[src/rtl/div_unit_if.sv]
// Handshake and result bundle between the control FSM (master) and the divider (slave).
// Operands and start travel to the divider; results and status pulses come back.
interface div_unit_if #(parameter int WIDTH = 32);
    logic             start;
    logic             is_unsigned;
    logic [WIDTH-1:0] a;
    logic [WIDTH-1:0] b;
    logic [WIDTH-1:0] hi;
    logic [WIDTH-1:0] lo;
    logic             busy;
    logic             done;
    logic             div_zero;

    modport master (
        output start, is_unsigned, a, b,
        input  hi, lo, busy, done, div_zero
    );

    modport slave (
        input  start, is_unsigned, a, b,
        output hi, lo, busy, done, div_zero
    );
endinterface

[src/rtl/div_unit.sv]
// Multicycle signed restoring divider (DIV: quotient->lo, remainder->hi); DIVU behind `DIV_UNSIGNED_EN.
// Latency: done pulses 33 clocks after the start edge; div_zero pulses 1 clock after start.
// Backpressure: none; start is ignored while busy, so the caller must wait for done/div_zero.
module div_unit #(
    parameter int WIDTH = 32
) (
    input  logic        clk,
    input  logic        reset,
    div_unit_if.slave   dif
);
    localparam int CW = $clog2(WIDTH);

    typedef enum logic [1:0] {IDLE, CALC, FIX} state_t;

    state_t           state, state_nxt;
    logic [CW-1:0]    count;
    logic [WIDTH-1:0] rem, quo, dvs;
    logic [WIDTH-1:0] hi_q, lo_q;
    logic             sign_q, sign_r;
    logic             busy_q, done_q, dz_q;

    logic             uns;
    logic             start_ok;
    logic [WIDTH-1:0] mag_a, mag_b;
    logic [WIDTH:0]   shifted;
    logic             trial_ok;
    logic [WIDTH-1:0] rem_nxt;

`ifdef DIV_UNSIGNED_EN
    assign uns = dif.is_unsigned;
`else
    assign uns = 1'b0;
`endif

    assign start_ok = dif.start && (dif.b != '0);
    assign mag_a    = (!uns && dif.a[WIDTH-1]) ? -dif.a : dif.a;
    assign mag_b    = (!uns && dif.b[WIDTH-1]) ? -dif.b : dif.b;

    // Shifted remainder can reach WIDTH+1 bits for unsigned divisors near 2^WIDTH;
    // when the trial succeeds the true difference always fits back into WIDTH bits.
    assign shifted  = {rem, quo[WIDTH-1]};
    assign trial_ok = shifted >= {1'b0, dvs};
    assign rem_nxt  = trial_ok ? (shifted[WIDTH-1:0] - dvs) : shifted[WIDTH-1:0];

    always_ff @(posedge clk) begin
        if (reset) state <= IDLE;
        else       state <= state_nxt;
    end

    always_comb begin
        state_nxt = state;
        case (state)
            IDLE:    if (start_ok) state_nxt = CALC;
            CALC:    if (count == CW'(WIDTH - 1)) state_nxt = FIX;
            FIX:     state_nxt = IDLE;
            default: state_nxt = IDLE;
        endcase
    end

    always_ff @(posedge clk) begin
        if (reset) begin
            count  <= '0;
            rem    <= '0;
            quo    <= '0;
            dvs    <= '0;
            hi_q   <= '0;
            lo_q   <= '0;
            sign_q <= 1'b0;
            sign_r <= 1'b0;
            busy_q <= 1'b0;
            done_q <= 1'b0;
            dz_q   <= 1'b0;
        end else begin
            done_q <= 1'b0;
            dz_q   <= 1'b0;
            case (state)
                IDLE: begin
                    if (dif.start && (dif.b == '0)) begin
                        dz_q <= 1'b1;
                    end else if (start_ok) begin
                        quo    <= mag_a;
                        dvs    <= mag_b;
                        sign_q <= !uns && (dif.a[WIDTH-1] ^ dif.b[WIDTH-1]);
                        sign_r <= !uns && dif.a[WIDTH-1];
                        rem    <= '0;
                        count  <= '0;
                        busy_q <= 1'b1;
                    end
                end
                CALC: begin
                    rem   <= rem_nxt;
                    quo   <= {quo[WIDTH-2:0], trial_ok};
                    count <= count + 1'b1;
                end
                FIX: begin
                    lo_q   <= sign_q ? -quo : quo;
                    hi_q   <= sign_r ? -rem : rem;
                    done_q <= 1'b1;
                    busy_q <= 1'b0;
                end
                default: ;
            endcase
        end
    end

    assign dif.hi       = hi_q;
    assign dif.lo       = lo_q;
    assign dif.busy     = busy_q;
    assign dif.done     = done_q;
    assign dif.div_zero = dz_q;
endmodule

[src/flat_wrapper.sv]
// flat-port wrapper written by rule: the top's interface ports become plain ports
module div_unit_flat 
#(
    parameter int WIDTH = 32
)
  (clk, reset, dif_start, dif_is_unsigned, dif_a, dif_b, dif_hi, dif_lo, dif_busy, dif_done, dif_div_zero);
  div_unit_if #(.WIDTH(WIDTH)) dif_i ();
  input  logic clk;
  input  logic reset;
  input wire logic [$bits(dif_i.start)-1:0] dif_start;
  input wire logic [$bits(dif_i.is_unsigned)-1:0] dif_is_unsigned;
  input wire logic [$bits(dif_i.a)-1:0] dif_a;
  input wire logic [$bits(dif_i.b)-1:0] dif_b;
  output wire logic [$bits(dif_i.hi)-1:0] dif_hi;
  output wire logic [$bits(dif_i.lo)-1:0] dif_lo;
  output wire logic [$bits(dif_i.busy)-1:0] dif_busy;
  output wire logic [$bits(dif_i.done)-1:0] dif_done;
  output wire logic [$bits(dif_i.div_zero)-1:0] dif_div_zero;
  assign dif_i.start = dif_start;
  assign dif_i.is_unsigned = dif_is_unsigned;
  assign dif_i.a = dif_a;
  assign dif_i.b = dif_b;
  assign dif_hi = dif_i.hi;
  assign dif_lo = dif_i.lo;
  assign dif_busy = dif_i.busy;
  assign dif_done = dif_i.done;
  assign dif_div_zero = dif_i.div_zero;
  div_unit #(.WIDTH(WIDTH)) u_core (.clk(clk), .reset(reset), .dif(dif_i));
endmodule
[config.mk]
export PLATFORM = sky130hd
export DESIGN_NAME = div_unit_flat
export DESIGN_NICKNAME = d
export VERILOG_FILES = /design/src/rtl/div_unit_if.sv /design/src/rtl/div_unit.sv /design/src/flat_wrapper.sv
export SDC_FILE = /design/constraint.sdc
export NUM_CORES = 1
export LEC_CHECK = 0
export ABC_AREA = 1
export CAP_MARGIN = 15
export CORE_ASPECT_RATIO = 1.4
export CORE_MARGIN = 2
export CORE_UTILIZATION = 40
export CTS_BUF_LIST = sky130_fd_sc_hd__clkbuf_8
export CTS_CLUSTER_DIAMETER = 40
export DETAILED_ROUTE_END_ITERATION = 12
export GPL_TIMING_DRIVEN = 1
export PLACE_DENSITY = 0.65
export SLEW_MARGIN = 20
export SYNTH_ARGS = -nofsm -noshare
export SYNTH_HDL_FRONTEND = slang
export SYNTH_SLANG_ARGS = --single-unit
[constraint.sdc]
create_clock -name clk -period 2.67 [get_ports clk]
set_input_delay 0.534 -clock clk [delete_from_list [all_inputs] [get_ports clk]]
set_output_delay 0.534 -clock clk [all_outputs]
set_load 0.01 [all_outputs]
### Word level (Yosys, flattened, before mapping)

Index checks and enable logic that the tools add are counted.

* bits in registers: 172
* latch bits: 0
* RAM bits: 0
* memory bits (read-only): 0
* bits of input ports: 68
* output and inout port bits: 67
* logic and storage cells: 62
* memories kept: 0

* add/sub/neg operators: 6
* multipliers: 0
* divide/modulo/power cells: 0
* order comparisons: 1
* equality and inequality tests: 6
* shift operators: 0
* mux-type cells: 22
* bitwise gates (word level): 3
* reduce and logical (&&, ||, !) cells: 12

Operators by type and width (number)
* 32-bit two-way mux: 9
* 32-bit negator: 4
* 32-bit one-hot mux with 2 select lines: 2
* 33-bit by 32-bit greater-or-equal comparator with 1-bit output: 1
* 32-bit zero test: 1
* 32-bit nonzero test: 1
* 32-bit subtractor: 1
* 5-bit two-way mux: 2
* 5-bit one-hot mux with 2 select lines: 1
* 3-bit AND reduction: 3
* 5-bit by 1-bit adder with 5-bit output, second input constant: 1
* 5-bit equality test, second input constant: 1
* 1-bit two-way mux: 4
* 2-bit two-way mux: 2
* 2-bit by 1-bit != test with 1-bit output, second input constant: 2
* 2-bit one-hot mux with 2 select lines: 1
* 2-bit nonzero test: 2
* 2-bit by 1-bit equality test with 1-bit output, second input constant: 1
* 2-bit equality test, second input constant: 1
* 1-bit logical AND: 2
* 2-bit zero test: 1
* 2-bit != test, second input constant: 1
* 1-bit inverter: 2
* 1-bit one-hot mux with 2 select lines: 1
* other kinds (3): 3

### Logic depth before layout (Yosys ltp)

Gate-level depths: netlist of run 1.

* depth in word-level cells: 5
* mapped depth: 16
* mapped depth without buffers: 16

### Worst setup path after synthesis of run 1

No wires, ideal clock.

* path kind: input -> register
* start point: in dif_a[0]
* end point: reg u_core.quo[18]
* setup time: 0.110 ns
* arrival time: 1.798 ns
* required time: 2.560 ns
* slack: 0.762 ns
* stages on the path: 13
* path buffers: 0
* path through: inv_1 -> ha_1 -> inv_1 -> nor3_2 -> nand3_1 -> nor2_4 -> nand3_1 -> nand2_2 -> nand3_1 -> nand3_1 -> o211ai_1 -> nand2_1 -> inv_1

* word-level cells in the longest chain between the ends: 5

RTL lines
* start, declared: RTL line flat_wrapper.sv:12 `input wire logic [$bits(dif_i.a)-1:0] dif_a;`
* 32-bit negator: RTL line div_unit.sv:36 `assign mag_a = (!uns && dif.a[WIDTH-1]) ? -dif.a : dif.a;`
* 32-bit two-way mux: RTL line div_unit.sv:36
* 32-bit two-way mux: RTL line div_unit.sv:80 `end else if (start_ok) begin`
* 32-bit two-way mux: RTL line div_unit.sv:78 `if (dif.start && (dif.b == '0)) begin`
* 32-bit one-hot mux with 2 select lines: RTL line div_unit.sv:76 `case (state)`
* end signal, assigned: RTL line div_unit.sv:81 `quo <= mag_a;`
* end signal, assigned: RTL line div_unit.sv:92 `quo <= {quo[WIDTH-2:0], trial_ok};`
* end, declared: RTL line div_unit.sv:17 `logic [WIDTH-1:0] rem, quo, dvs;`

Every way passes these cells. The select of a mux whose other input is x is not followed.
A chain may end at the register's enable or synchronous reset.

### Worst setup path in the final report of run 1

* start point: reg u_core.quo[31]
* end point: reg u_core.rem[20]

* word-level cells in the longest chain between the ends: 3
* elaborated cells between the ends (all ways): 4
* those cells by class: 1 x add/sub; 1 x order compare; 2 x mux

RTL lines
* 32-bit subtractor or 33-bit by 32-bit greater-or-equal comparator with 1-bit output (tied branches): RTL line div_unit.sv:43, div_unit.sv:42
* 32-bit two-way mux *: RTL line div_unit.sv:43 `assign rem_nxt = trial_ok ? (shifted[WIDTH-1:0] - dvs) : shifted[WIDTH-1:0];`
* 32-bit one-hot mux with 2 select lines *: RTL line div_unit.sv:76
* end signal, assigned: RTL line div_unit.sv:91 `rem <= rem_nxt;`
* end, declared: RTL line div_unit.sv:17

Mark *: on every way between the ends. The rest lies on a longest branch, timed or not.

==> out/results.ini, run 1 <==
[global_route]
grt_pass1_vias = 13300
global_route.overflow_total = 0
grt_use_total_pct = 26.7
grt.met1_usage_pct = 26.6
wire_length_of_the_first_global_routing_pass_um = 69400
grt_antenna_before_repair = 0
grt_start_max_net_pins = 111
use_met3_pct = 2.75
grt_use_met2_pct = 49.5
grt-busiest-layer = met2

[final_layout]
n_fill_cell = 3403
areaGrowthSynthToFinish_pct = 18.7
insertedDiodeCount = 0
multi_input_comb_area_sq_um = 7900
post_route_cells_drive_above_1_share_pct = 8.76
final_nets = 2353
final_core_utilization_pct = 47.9
layout.area.seq_sq_um = 3440

[setup_path]
worst_path_max_delay_cell = sky130_fd_sc_hd__fa_1
cp_common_cell = sky130_fd_sc_hd__nand2_1
worst_path_dominant_cell_family = simple AND/OR/NAND/NOR gates
cpPeakStageDelay_ns = 0.50
critical_path.max_fanout = 5
crit_path_start_kind = flip-flop
cell_chain_of_the_critical_path = inv_1 -> ha_1 -> inv_1 -> fa_1 -> nand2_1 -> nand2_1 -> nand3_1 -> nand3_1 -> nand2_1 -> nand2_1 -> nand2_1 -> nand2_1 -> nand2_1 -> nand3_1 -> a21oi_1
worstSetupEndpointType = flip-flop
critPathBufInv = 2
cp.arrival_ns = 2.91
worst_ep_required_time_ns = 3.11
worst-setup-path-type = flip-flop to flip-flop

[yosys]
dominantRegCellSynth = sky130_fd_sc_hd__dfxtp_1
synth_nets = 2221
synth_sequential_area_ratio_pct = 26.5
synth.top_cells.by_count = sky130_fd_sc_hd__nand2_1, sky130_fd_sc_hd__inv_1, sky130_fd_sc_hd__nor2_1, sky130_fd_sc_hd__dfxtp_1, sky130_fd_sc_hd__a21oi_1
synth_top_area_share_pct = 26.5
cell_accounting_for_the_most_synthesized_area = sky130_fd_sc_hd__dfxtp_1
synth_edf_count = 0
synth.cell_area_sq_um = 13000
post-synth-top-count-cell = sky130_fd_sc_hd__nand2_1
yosys-top-cells-area = sky130_fd_sc_hd__dfxtp_1, sky130_fd_sc_hd__nand2_1, sky130_fd_sc_hd__inv_1, sky130_fd_sc_hd__nor2_1, sky130_fd_sc_hd__a21oi_1
netlist_instances = 2114
synthesis.area_per_instance_sq_um = 6.14
synth_seq_cells = 172
synth-async-reset-ratio_pct = 0
unique_cell_type_count_in_the_yosys_netlist = 46
synth.yosys.warnings = 0

[flow_run]
max_cap_violations = 0

[clock_network]
cts_max_path_buffers = 2
post_cts_resize_count = 0
worstSkewPairLatency_ns = 0.52
cts_inserted_buffers = 17
cts_max_level = 4
numClockSinks = 172
clock_tree_from_tritoncts = built
cts_clock_pin_slew_for_the_worst_setup_and_hold_paths_ns = 0.11
clockRootBuffer = sky130_fd_sc_hd__clkbuf_8
cts_hold_buffers = 0
postCtsSetupRepairBufs = 0

[routing]
drtPass1Iterations = 6
wl_um = 44600
drt_drc_violations_left = 0
detailed_router_s_first_iteration_violation_count = 759
detail_route.wl_per_cell_um = 16.8
antenna_violating_nets_post_route = 0
vias = 13600
routed_via_density = 5.12

[timing]
clock-skew-final_ns = 0.0242
finalHoldViolCount = 0
final_setup_violating_endpoints = 0
period_minus_slack_ns = 2.46
worst_slew_pin_slew_ns = 1.04
rsz_0062_raised_after_global_routing = no
timing.final.max_slew_violations = 0
finalCritPeriodShare_pct = 92.3
relSlewSlack_pct = 31.0
clock.fmax_mhz = 406
setup-tns-final_ns = 0

[die]
die-area_sq_um = 33900
initial_utilization_pct = 40.3
die_width_um = 156
rows = 78
die_h_um = 217
design.portCount = 135
core_area_sq_um = 32200

[power]
power.density_cell_area_nw_per_um2 = 1040
vdd.ir_drop.worst_mv = 1.06
total_leakage_power_nw = 7.45
total_power_w = 0.0160

[place]
dp_hpwl_um = 35500
gp_routability_congestion = 0.934
portbufs = 133

[status]
status = finished, final reports clean

[hold_path]
hold_class = flip-flop to flip-flop

[power by group]
part | internal (W) | switching, W | leakage, nW
logic | 0.00369 | 0.00708 | 5.84
registers | 0.00283 | 0.000374 | 1.40
clock network | 0.000804 | 0.00121 | 0.212
[registers in the layout (all words and copies together), names as in the netlist]
signal / count
u_core.state: 2
u_core.dif.hi: 32
u_core.dif.busy: 1
u_core.dif.div_zero: 1
u_core.count: 5
u_core.sign_r: 1
u_core.dif.lo: 32
u_core.quo: 32
u_core.sign_q: 1
u_core.rem: 32
u_core.dvs: 32
u_core.dif.done: 1
[worst reg2reg max path: stages, from the launching register on]
cell and delay, ns:
sky130_fd_sc_hd__dfxtp_1 0.33, sky130_fd_sc_hd__inv_1 0.15, sky130_fd_sc_hd__ha_1 0.17, sky130_fd_sc_hd__inv_1 0.10
sky130_fd_sc_hd__fa_1 0.50, sky130_fd_sc_hd__nand2_1 0.12, sky130_fd_sc_hd__nand2_1 0.14, sky130_fd_sc_hd__nand3_1 0.11
sky130_fd_sc_hd__nand3_1 0.19, sky130_fd_sc_hd__nand2_1 0.15, sky130_fd_sc_hd__nand2_1 0.05, sky130_fd_sc_hd__nand2_1 0.05
sky130_fd_sc_hd__nand2_1 0.06, sky130_fd_sc_hd__nand2_1 0.07, sky130_fd_sc_hd__nand3_1 0.06, sky130_fd_sc_hd__a21oi_1 0.14
[path summary, 6_finish.rpt]
kind / endpoint / cells after the start / from / slack [ns]
setup / recovery: u_core.rem[20]$_SDFFE_PP0P_ / 15 / u_core.quo[31]$_SDFFE_PP0P_ / 0.21
hold / removal: u_core.dvs[31]$_SDFFE_PP0P_ / 2 / u_core.dvs[31]$_SDFFE_PP0P_ / 0.47
setup reg to reg: u_core.rem[20]$_SDFFE_PP0P_ / 15 / u_core.quo[31]$_SDFFE_PP0P_ / 0.21
hold reg to reg: u_core.dvs[31]$_SDFFE_PP0P_ / 2 / u_core.dvs[31]$_SDFFE_PP0P_ / 0.47
[metrics by stage]
stage / instances / setup WS [ns] / hold slack (ns) / instance area (sq um)
2_1_floorplan: 2114 / 0.762 / 0.432 / 13000
3_3_place_gp: 2627 / 0.0667 / 0.447 / 15000
3_5_place_dp: 2627 / 0.0284 / 0.456 / 15000
4_1_cts: 2659 / 0.191 / 0.470 / 15400
5_1_grt: 2659 / 0.0205 / 0.499 / 15400
6_report: 2659 / 0.206 / 0.469 / 15400
[routing by layer]
| metal | wire length [um] | up-vias | share of wire (%) |
|---|---|---|---|
| li1 | - | 6959 | - |
| met1 | 16400 | 6207 | 37 |
| met2 | 23100 | 322 | 52 |
| met3 | 1220 | 137 | 2.7 |
| met4 | 3830 | 0 | 8.6 |
| met5 | 0 | - | 0 |
[final cells by class]
class                   count  area share (%)
inverters                 325            7.91
clock inverters            15            1.29
flip-flops and latches    172            22.3
well taps                 400            3.25
clock buffers              17            1.52
repair buffers            193            12.4
multi-input cells        1537            51.3
[layout by cell type, fill, tap and decap left out, types with 15 or more instances in the layout]
cell type / netlist / routed
sky130_fd_sc_hd__nor3_1: 22 / 22
sky130_fd_sc_hd__o21ai_1: 17 / 17
sky130_fd_sc_hd__xnor2_1: 26 / 26
sky130_fd_sc_hd__dfxtp_1: 172 / 172
sky130_fd_sc_hd__nor2_1: 199 / 197
sky130_fd_sc_hd__nand3_2: 28 / 28
sky130_fd_sc_hd__inv_1: 309 / 308
sky130_fd_sc_hd__clkbuf_8: 0 / 17
sky130_fd_sc_hd__o21ai_0: 100 / 100
sky130_fd_sc_hd__clkdlybuf4s50_1: 0 / 132
sky130_fd_sc_hd__nand4_1: 30 / 30
sky130_fd_sc_hd__inv_2: 16 / 17
sky130_fd_sc_hd__buf_4: 2 / 49
sky130_fd_sc_hd__a21oi_1: 148 / 148
sky130_fd_sc_hd__nand3_1: 135 / 135
sky130_fd_sc_hd__nor2_2: 15 / 15
sky130_fd_sc_hd__nand2_1: 586 / 586
sky130_fd_sc_hd__a31oi_1: 19 / 19
sky130_fd_sc_hd__o211ai_1: 17 / 17
sky130_fd_sc_hd__ha_1: 38 / 38
sky130_fd_sc_hd__xor2_1: 73 / 73
[kinds of logic (layout without fill, tap and decap cells)]
group / count (synthesis) / count (layout) / synth area share (%)
flops: 172 / 172 / 26.5
xor+xnor: 99 / 99 / 6.68
fa+ha+maj: 39 / 39 / 3.82
simple gates: 1067 / 1067 / 36.2
buf+inv: 405 / 550 / 12.7
compound gates: 332 / 332 / 14.1
Note: power is estimated with default switching activity, not from simulation.
==> inputs of run 2 (changes only) <==
Settings changed: CORE_MARGIN 2 to 5.
==> out/results.ini, run 2 (same netlist as run 1, synthesis figures left out) <==
[setup_path]
worst_ep_required_time_ns = 3.09  ; was 3.11 ns
worstSetupEndpointType = flip-flop  ; unchanged
critical_path.max_fanout = 5  ; unchanged
worst-setup-path-type = flip-flop to flip-flop  ; unchanged
cp.arrival_ns = 2.90  ; was 2.91 ns
worst-r2r-setup-slack_ns = 0.19  ; was 0.21 ns
crit_path_start_kind = flip-flop  ; unchanged

[die]
die_width_um = 162  ; was 156 um
rows = 78  ; unchanged
initial_utilization_pct = 40.3  ; unchanged
core_area_sq_um = 32200  ; unchanged
design.portCount = 135  ; unchanged
die-area_sq_um = 36200  ; was 33900 sq um
die_h_um = 223  ; was 217 um

[clock_network]
cts_inserted_buffers = 17  ; unchanged
post_cts_resize_count = 0  ; unchanged
numClockSinks = 172  ; unchanged
cts_hold_buffers = 0  ; unchanged
clock_tree_from_tritoncts = built  ; unchanged
cts_max_path_buffers = 2  ; unchanged
clockRootBuffer = sky130_fd_sc_hd__clkbuf_8  ; unchanged
worstSkewPairLatency_ns = 0.51  ; was 0.52 ns
postCtsSetupRepairBufs = 0  ; unchanged
cts_max_level = 4  ; unchanged
cts_clock_pin_slew_for_the_worst_setup_and_hold_paths_ns = 0.10  ; was 0.11 ns

[timing]
final_setup_violating_endpoints = 0  ; unchanged
timing.final.max_slew_violations = 0  ; unchanged
finalCritPeriodShare_pct = 92.8  ; was 92.3%
clock-skew-final_ns = 0.0233  ; was 0.0242 ns
relSlewSlack_pct = 30.6  ; was 31.0%
setup-tns-final_ns = 0  ; unchanged
rsz_0062_raised_after_global_routing = no  ; unchanged
finalHoldViolCount = 0  ; unchanged
clock.fmax_mhz = 404  ; was 406 MHz
period_minus_slack_ns = 2.48  ; was 2.46 ns
worst_slew_pin_slew_ns = 1.04  ; about the same
final.setup.worst_slack_ns = 0.193  ; was 0.206 ns

[global_route]
wire_length_of_the_first_global_routing_pass_um = 69300  ; was 69400 um
grt_use_total_pct = 24.1  ; was 26.7%
global_route.overflow_total = 0  ; unchanged
grt_antenna_before_repair = 0  ; unchanged
grt_pass1_vias = 13400  ; was 13.3k
grt_start_max_net_pins = 111  ; unchanged

[routing]
antenna_violating_nets_post_route = 0  ; unchanged
drtPass1Iterations = 5  ; was 6
drt_drc_violations_left = 0  ; unchanged
detail_route.wl_per_cell_um = 16.6  ; was 16.8 um
routed_via_density = 5.14  ; was 5.12
wl_um = 44100  ; was 44600 um
detailed_router_s_first_iteration_violation_count = 807  ; was 759
vias = 13600  ; about the same

[final_layout]
post_route_cells_drive_above_1_share_pct = 8.48  ; was 8.76%
n_fill_cell = 3407  ; was 3403
final_core_utilization_pct = 47.5  ; was 47.9%
finalNonFillerCells = 2652  ; was 2659
mostFrequentLayoutCells = sky130_fd_sc_hd__nand2_1, sky130_fd_sc_hd__inv_1, sky130_fd_sc_hd__nor2_1  ; unchanged
insertedDiodeCount = 0  ; unchanged
layout_commonest_cell = sky130_fd_sc_hd__nand2_1  ; unchanged
final_nets = 2346  ; was 2353
areaGrowthSynthToFinish_pct = 17.9  ; was 18.7%

[power]
total_power_w = 0.0159  ; was 0.0160 W
vdd.ir_drop.worst_mv = 0.734  ; was 1.06 mV
power.density_cell_area_nw_per_um2 = 1040  ; about the same
total_leakage_power_nw = 7.40  ; was 7.45 nW

[place]
dpl.cell_count = 2620  ; was 2627
dp_worst_setup_slack_ns = -0.0350  ; was 0.0284 ns
portbufs = 133  ; unchanged
dp_hpwl_um = 35300  ; was 35500 um
gp_routability_congestion = 0.966  ; was 0.934

[status]
status = finished, final reports clean  ; unchanged

[hold_path]
hold_class = flip-flop to flip-flop  ; unchanged

[flow_run]
max_cap_violations = 0  ; unchanged

==> run 2: final timing paths <==
path                                                    from  depth (start not counted)                            to
worst max-delay path             u_core.quo[31]$_SDFFE_PP0P_                         15   u_core.rem[28]$_SDFFE_PP0P_
worst min-delay path            u_core.count[3]$_SDFFE_PP0P_                          2  u_core.count[3]$_SDFFE_PP0P_
worst max register to register   u_core.quo[31]$_SDFFE_PP0P_                         15   u_core.rem[28]$_SDFFE_PP0P_
worst min register to register  u_core.count[3]$_SDFFE_PP0P_                          2  u_core.count[3]$_SDFFE_PP0P_
==> run 2: per-layer routing <==
metal | up-vias | global-route usage [%] | wire length, um
met4 | 0 | 15.0 | 3110
met2 | 323 | 45.9 | 23500
met5 | - | 0 | 0
li1 | 6975 | - | -
met1 | 6213 | 24.5 | 16000
met3 | 119 | 3.03 | 1490
==> run 2: area by class of cell <==
| type | count | area (sq um) | area share, % |
|---|---|---|---|
| Multi-Input combinational cell | 1537 | 7900 | 51.6 |
| Inverter | 325 | 1220 | 7.97 |
| Tap cell | 400 | 500 | 3.27 |
| Clock inverter | 14 | 199 | 1.30 |
| Sequential cell | 172 | 3440 | 22.5 |
| Clock buffer | 18 | 248 | 1.62 |
| Timing Repair Buffer | 186 | 1800 | 11.7 |
==> run 2: worst max-delay path, stage by stage, from the launching register on <==
cell                      delay, ns
sky130_fd_sc_hd__dfxtp_1       0.33
sky130_fd_sc_hd__inv_1         0.16
sky130_fd_sc_hd__ha_1          0.18
sky130_fd_sc_hd__inv_1         0.10
sky130_fd_sc_hd__fa_1          0.49
sky130_fd_sc_hd__nand2_1       0.12
sky130_fd_sc_hd__nand2_1       0.13
sky130_fd_sc_hd__nand3_1       0.10
sky130_fd_sc_hd__nand3_1       0.19
sky130_fd_sc_hd__nand2_1       0.16
sky130_fd_sc_hd__nand2_1       0.06
sky130_fd_sc_hd__nand2_1       0.06
sky130_fd_sc_hd__nand2_1       0.05
sky130_fd_sc_hd__nand2_1       0.05
sky130_fd_sc_hd__nand3_1       0.07
sky130_fd_sc_hd__a21oi_2       0.14
==> run 2: stage by stage <==
step	hold WS [ns]	area (sq um)
CTS	0.468	15300
detailed placement	0.454	14900
global route	0.503	15300
finish	0.466	15300
floorplan	0.432	13000
global placement	0.447	14900
==> run 2: report_power, final <==
part,internal [W],total (W),switching (W)
registers,0.00283,0.00320,0.000365
logic,0.00360,0.0107,0.00706
clock network,0.000913,0.00206,0.00115
